--- src/rtl/gcd_if.sv ---
// Request/result bundle for gcd_core: operands and start in, FIFO-style result write out.
// Result handshake: a write happens in every cycle where wr_en_o is high; wr_en_o is only raised when full_i is low, so full_i acts as the inverse of ready.
interface gcd_if #(
  parameter int DATA_WIDTH = 4
);
  logic                  start_i;
  logic [DATA_WIDTH-1:0] a_i;
  logic [DATA_WIDTH-1:0] b_i;
  logic                  busy_o;
  logic                  full_i;
  logic                  wr_en_o;
  logic [DATA_WIDTH-1:0] data_o;
  logic                  done_o;
  logic                  zero_err_o;
  logic [7:0]            push_cnt_o;

  modport master (
    output start_i, a_i, b_i, full_i,
    input  busy_o, wr_en_o, data_o, done_o, zero_err_o, push_cnt_o
  );

  modport slave (
    input  start_i, a_i, b_i, full_i,
    output busy_o, wr_en_o, data_o, done_o, zero_err_o, push_cnt_o
  );
endinterface

--- src/rtl/gcd_core.sv ---
// Subtractive GCD engine: accepts operands in IDLE, iterates in CALC, and writes
// one result into a downstream FIFO from PUSH, stalling while the FIFO is full.
module gcd_core #(
  parameter int DATA_WIDTH = 4
) (
  input  logic       clk_i,
  input  logic       rst_i,
  gcd_if.slave       bus,
  output logic [1:0] dbg_state_o
);
  localparam logic [1:0] IDLE = 2'd0;
  localparam logic [1:0] CALC = 2'd1;
  localparam logic [1:0] PUSH = 2'd2;

  logic [1:0]            state_q;
  logic [DATA_WIDTH-1:0] a_q;
  logic [DATA_WIDTH-1:0] b_q;
  logic [DATA_WIDTH-1:0] res_q;
  logic [7:0]            cnt_q;
  logic                  zero_err_q;
  logic                  wr_fire;

  assign wr_fire = (state_q == PUSH) && !bus.full_i;

  always_ff @(posedge clk_i) begin
    if (rst_i) begin
      state_q    <= IDLE;
      a_q        <= '0;
      b_q        <= '0;
      res_q      <= '0;
      cnt_q      <= 8'd0;
      zero_err_q <= 1'b0;
    end else begin
      zero_err_q <= 1'b0;
      case (state_q)
        IDLE: begin
          if (bus.start_i) begin
            a_q <= bus.a_i;
            b_q <= bus.b_i;
            // With a zero operand the answer is the other one; OR yields it (and 0 for 0,0).
            if ((bus.a_i == '0) || (bus.b_i == '0)) begin
              res_q      <= bus.a_i | bus.b_i;
              zero_err_q <= (bus.a_i == '0) && (bus.b_i == '0);
              state_q    <= PUSH;
            end else begin
              state_q <= CALC;
            end
          end
        end
        CALC: begin
          if (a_q == b_q) begin
            res_q   <= a_q;
            state_q <= PUSH;
          end else if (a_q > b_q) begin
            a_q <= a_q - b_q;
          end else begin
            b_q <= b_q - a_q;
          end
        end
        PUSH: begin
          if (wr_fire) begin
            cnt_q   <= cnt_q + 8'd1;
            state_q <= IDLE;
          end
        end
        default: state_q <= IDLE;
      endcase
    end
  end

  assign bus.busy_o     = (state_q != IDLE);
  assign bus.wr_en_o    = wr_fire;
  assign bus.done_o     = wr_fire;
  assign bus.data_o     = res_q;
  assign bus.zero_err_o = zero_err_q;
  assign bus.push_cnt_o = cnt_q;
  assign dbg_state_o    = state_q;
endmodule

--- src/flat_wrapper.sv ---
// flat-port wrapper written by rule: the top's interface ports become plain ports
module gcd_core_flat 
#(
  parameter int DATA_WIDTH = 4
)
  (clk_i, rst_i, dbg_state_o, bus_start_i, bus_a_i, bus_b_i, bus_full_i, bus_busy_o, bus_wr_en_o, bus_data_o, bus_done_o, bus_zero_err_o, bus_push_cnt_o);
  gcd_if #(.DATA_WIDTH(DATA_WIDTH)) bus_i ();
  input  logic clk_i;
  input  logic rst_i;
  output logic [1:0] dbg_state_o;
  input wire logic [$bits(bus_i.start_i)-1:0] bus_start_i;
  input wire logic [$bits(bus_i.a_i)-1:0] bus_a_i;
  input wire logic [$bits(bus_i.b_i)-1:0] bus_b_i;
  input wire logic [$bits(bus_i.full_i)-1:0] bus_full_i;
  output wire logic [$bits(bus_i.busy_o)-1:0] bus_busy_o;
  output wire logic [$bits(bus_i.wr_en_o)-1:0] bus_wr_en_o;
  output wire logic [$bits(bus_i.data_o)-1:0] bus_data_o;
  output wire logic [$bits(bus_i.done_o)-1:0] bus_done_o;
  output wire logic [$bits(bus_i.zero_err_o)-1:0] bus_zero_err_o;
  output wire logic [$bits(bus_i.push_cnt_o)-1:0] bus_push_cnt_o;
  assign bus_i.start_i = bus_start_i;
  assign bus_i.a_i = bus_a_i;
  assign bus_i.b_i = bus_b_i;
  assign bus_i.full_i = bus_full_i;
  assign bus_busy_o = bus_i.busy_o;
  assign bus_wr_en_o = bus_i.wr_en_o;
  assign bus_data_o = bus_i.data_o;
  assign bus_done_o = bus_i.done_o;
  assign bus_zero_err_o = bus_i.zero_err_o;
  assign bus_push_cnt_o = bus_i.push_cnt_o;
  gcd_core #(.DATA_WIDTH(DATA_WIDTH)) u_core (.clk_i(clk_i), .rst_i(rst_i), .bus(bus_i), .dbg_state_o(dbg_state_o));
endmodule
--- config.mk ---
export PLATFORM = sky130hd
export DESIGN_NAME = gcd_core_flat
export DESIGN_NICKNAME = d
export VERILOG_FILES = /design/src/rtl/gcd_if.sv /design/src/rtl/gcd_core.sv /design/src/flat_wrapper.sv
export SDC_FILE = /design/constraint.sdc
export NUM_CORES = 1
export LEC_CHECK = 0
export CORE_AREA = 4 4 60 62
export CTS_CLUSTER_SIZE = 8
export DETAILED_ROUTE_END_ITERATION = 8
export DIE_AREA = 0 0 64 66
export PLACE_DENSITY = 0.74
export SLEW_MARGIN = 5
export SYNTH_ARGS = -nofsm -noshare
export SYNTH_HDL_FRONTEND = slang
export SYNTH_SLANG_ARGS = --single-unit
--- constraint.sdc ---
create_clock -name clk_i -period 2.2 [get_ports clk_i]
set_input_delay 0.22 -clock clk_i [delete_from_list [all_inputs] [get_ports clk_i]]
set_output_delay 0.22 -clock clk_i [all_outputs]
set_load 0.02 [all_outputs]
==> impl_results.rst <==
.. list-table::
   :header-rows: 1

   * - Metric
     - Value
   * - P_leak
     - 0.709 nW
   * - Site row count
     - 20
   * - GRT busiest layer
     - met2
   * - Cell depth of the worst min-delay path
     - 2
   * - FMAX
     - 489 MHz
   * - Effective utilization at floorplan
     - 49.3%
   * - Placed cell area
     - 0.00183 mm2
   * - Vias
     - 1393
   * - Pin count of the biggest net entering global routing
     - 24
   * - Total global routing track utilization
     - 19.1%
   * - Antenna diodes
     - 0
   * - Power density cells
     - 866 mW/mm2
   * - Min Tclk post-route
     - 2.05 ns
   * - Max_slew headroom
     - 69.7%
   * - Maximum clock skew at final layout
     - 0.00105 ns
   * - Clock network latency to the later pin of the worst-skew pair
     - 0.30 ns
   * - Synthesis Warnings
     - 0
   * - FF-to-FF setup slack
     - 0.15 ns
   * - Worst reg2reg endpoint
     - u_core.b_q[0]
   * - Layout-stage area growth over the synthesis result
     - 24.5%
   * - Class of the most critical setup path
     - flop to flop
   * - CTS tree
     - built
   * - Total gr overflow
     - 0
   * - Hold Path Class
     - flop to flop
   * - DRC violation total after the first TritonRoute iteration
     - 84
   * - Detailed-router iteration count before antenna repair
     - 4
   * - Post-layout util
     - 61.4%
   * - Type of element capturing the critical path
     - flop
   * - Synthesized instance count
     - 174
   * - Sequential-to-total area share from yosys stat
     - 30.8%
   * - FF+latch count, synth
     - 23
   * - Die boundary height
     - 66 um
   * - Combinational family with the most area after synthesis
     - simple AND/OR/NAND/NOR gates
   * - Yosys top cell by area
     - sky130_fd_sc_hd__dfxtp_1
   * - Slew Limit Fails
     - 0
   * - Drt wl/cell
     - 15.4 um
   * - Post-synthesis adder-cell area fraction
     - 9.38%
   * - Most frequent cell after synthesis
     - sky130_fd_sc_hd__dfxtp_1
   * - Number of enable-type register cells in the synthesized netlist
     - 0
   * - Die span in x
     - 64 um
   * - Detailed-route vias per instance
     - 5.62
   * - Top fanout value on the critical path
     - 5
   * - Synth async-reset ratio
     - 0%
   * - Slew @ Worst Pin
     - 0.455 ns
   * - Peak supply drop
     - 0.000417 V
   * - Count of hold-fix buffers inserted at cts
     - 0
   * - Number of nets produced by synthesis
     - 196
   * - CTS clock-pin slew for the worst setup and hold paths
     - 0.13 ns
   * - Critical register-to-register path startpoint
     - u_core.a_q[0]
   * - Cell area after layout
     - 0.00186 mm2
   * - DRC violation count after routing
     - 0
   * - H-tree levels
     - 1
   * - Antenna violations before repair
     - 0
   * - Period utilization
     - 93.0%
   * - CP arrival
     - 2.31 ns
   * - Met1 GRT Util
     - 24.5%
   * - Clk sink count
     - 23
   * - IO Port Bufs
     - 29
   * - Core area
     - 0.00303 mm2
   * - Status
     - completed
   * - Number of distinct library cell variants in the gate-level netlist after synthesis
     - 44
   * - Required arrival time at the worst endpoint
     - 2.46 ns
   * - Final number of hold-violating endpoints
     - 0
   * - CTS max path bufs
     - 2
   * - Via count of the first global-routing pass
     - 1394
   * - Wire length of the first global-routing pass
     - 6460 um
   * - Final antenna-violating net count
     - 0
   * - Net count of the finished layout
     - 227
   * - Setup-failing EPs final
     - 0
   * - Synthesized area per cell
     - 8.59 um2
   * - Setup repair after global routing missed its margin
     - false
   * - Mux contribution to synthesized area
     - 0.670%
   * - Worst setup SP type
     - flop
   * - Fraction of the mapped netlist area in compound gates
     - 20.8%
   * - Mapped Area
     - 0.00149 mm2
   * - Xor/xnor share of the synthesized area
     - 4.10%
   * - Aggregate negative setup slack
     - 0 ns
   * - Met2 track demand over resource in global routing
     - 33.2%
   * - HPWL after detailed placement
     - 3000 um
   * - Count of cells along the worst register-to-register path
     - 8
   * - Share of layout cells above drive strength 1
     - 8.33%
   * - Most area-consuming cells after synthesis
     - sky130_fd_sc_hd__dfxtp_1 31%, sky130_fd_sc_hd__ha_1 6.7%, sky130_fd_sc_hd__inv_1 3.8%, sky130_fd_sc_hd__nand2_1 3.8%, sky130_fd_sc_hd__a21oi_1 3.7%
   * - Placement-stage worst setup slack
     - 0.0728 ns
   * - Top flip-flop cell by instance count after synthesis
     - sky130_fd_sc_hd__dfxtp_1
   * - End point of the most critical hold path
     - u_core.bus.data_o[3]
   * - Total die area
     - 0.00422 mm2
   * - Synth top area share
     - 30.8%
   * - Number of maximum-capacitance violations
     - 0
   * - Clock root cell
     - sky130_fd_sc_hd__clkbuf_4
   * - Simple-gate share of the synthesized area
     - 26.2%
   * - Number of top-level pins
     - 30
   * - Power consumption
     - 1.61 mW
   * - Aggregate routed wire length
     - 3820 um
   * - Met3 capacity usage during global routing
     - 3.06%
   * - Worst-case setup margin in the final layout
     - 0.155 ns
   * - Number of buffers added by the clock tree synthesis step
     - 3
   * - Top post-synthesis cells by count
     - 23 x sky130_fd_sc_hd__dfxtp_1, 15 x sky130_fd_sc_hd__inv_1, 15 x sky130_fd_sc_hd__nand2_1
   * - Final RePlAce weighted congestion
     - 0.939
   * - Start point of the worst min-delay path
     - u_core.bus.data_o[3]
[logic make-up (layout without fill, tap and decap cells)]
family | Yosys count | count (layout)
AOI/OAI and AO/OA | 41 | 41
xor gates and xnor gates | 7 | 7
adders and majority gates | 10 | 10
buffers and inverters | 25 | 55
DFF | 23 | 23
muxes | 1 | 1
and+or+nand+nor | 67 | 67
[per-layer routing]
layer  vias to the layer above  routed length, um
met5                         -                  0
met4                         0                 25
met3                         4                253
met2                        48               1870
met1                       649               1680
li1                        692                  -
[cells in the final DEF (no fill, tap or decap), types with 2 or more instances in the layout]
cell type / Yosys / layout
sky130_fd_sc_hd__inv_1: 15 / 15
sky130_fd_sc_hd__buf_4: 2 / 7
sky130_fd_sc_hd__nor4_1: 3 / 3
sky130_fd_sc_hd__ha_1: 8 / 8
sky130_fd_sc_hd__clkbuf_4: 0 / 3
sky130_fd_sc_hd__dfxtp_1: 23 / 23
sky130_fd_sc_hd__nor2_1: 12 / 12
sky130_fd_sc_hd__clkdlybuf4s50_1: 0 / 29
sky130_fd_sc_hd__a221oi_1: 3 / 3
sky130_fd_sc_hd__xor2_1: 4 / 4
sky130_fd_sc_hd__nand4_1: 3 / 3
sky130_fd_sc_hd__a21oi_1: 11 / 11
sky130_fd_sc_hd__o21ai_0: 5 / 5
sky130_fd_sc_hd__a41o_1: 4 / 4
sky130_fd_sc_hd__nor2b_1: 3 / 3
sky130_fd_sc_hd__xnor2_1: 3 / 3
sky130_fd_sc_hd__nand2b_1: 4 / 4
sky130_fd_sc_hd__nor3_1: 8 / 8
sky130_fd_sc_hd__o31ai_1: 3 / 3
sky130_fd_sc_hd__or3_1: 2 / 2
sky130_fd_sc_hd__or4bb_1: 4 / 4
sky130_fd_sc_hd__a211o_1: 2 / 2
sky130_fd_sc_hd__nand2_1: 15 / 15
sky130_fd_sc_hd__a211oi_1: 3 / 3
sky130_fd_sc_hd__a31oi_1: 2 / 2
sky130_fd_sc_hd__o221ai_1: 3 / 3
sky130_fd_sc_hd__nand3_1: 4 / 4
[worst max-delay path by stage]
stage             startpoint  cells past startpoint       endpoint  slack (ns)
3_5_place_dp   u_core.a_q[0]                      8  u_core.b_q[0]        0.07
4_1_cts        u_core.a_q[0]                      8  u_core.b_q[0]        0.06
3_3_place_gp   u_core.a_q[0]                      8  u_core.b_q[0]        0.16
2_1_floorplan  u_core.a_q[0]                      8  u_core.b_q[0]        0.23
5_1_grt        u_core.a_q[0]                      8  u_core.b_q[0]        0.02
6_report       u_core.a_q[0]                      8  u_core.b_q[0]        0.15
[report_power, final]
part           switching (mW)  internal, mW  total (mW)
combinational           0.477         0.378       0.855
clock                   0.126        0.0707       0.197
sequential             0.0776         0.480       0.558
total                   0.681         0.929        1.61
[what timing repair did]
action | 4_1_cts | 5_1_grt
hold endpoints to repair | 0 | 0
buffers inserted | 0 | 0
gates resized for setup | 0 | 2
endpoints found under the setup margin | 0 | 4
[metrics by stage]
step	instances	hold WS, ns
after floorplan	174	0.388
final	248	0.482
after CTS	248	0.489
after global routing	248	0.515
after global placement	244	0.457
after detailed placement	244	0.465
[flip-flops by register name (all words and copies together) (netlist names)]
name,cells
u_core.bus.data_o,4
u_core.b_q,4
u_core.bus.push_cnt_o,8
u_core.dbg_state_o,2
u_core.a_q,4
u_core.bus.zero_err_o,1
[area by class of cell]
class	instances	area, um2
multi-input cells	126	918
flip-flops and latches	23	460
repair buffers	36	343
fillers	275	1170
inverters	15	56.3
clock buffers	4	26.3
well taps	44	55.1
[worst max-delay path, cell delays in order (launching register included)]
cell and delay (ns):
sky130_fd_sc_hd__dfxtp_1 0.37, sky130_fd_sc_hd__inv_1 0.06, sky130_fd_sc_hd__ha_1 0.15, sky130_fd_sc_hd__inv_1 0.06, sky130_fd_sc_hd__fa_2 0.36, sky130_fd_sc_hd__a21o_1 0.22, sky130_fd_sc_hd__a2111oi_4 0.41, sky130_fd_sc_hd__or2_4 0.22
sky130_fd_sc_hd__a41o_1 0.16
Power figures use the tool's default switching activity.
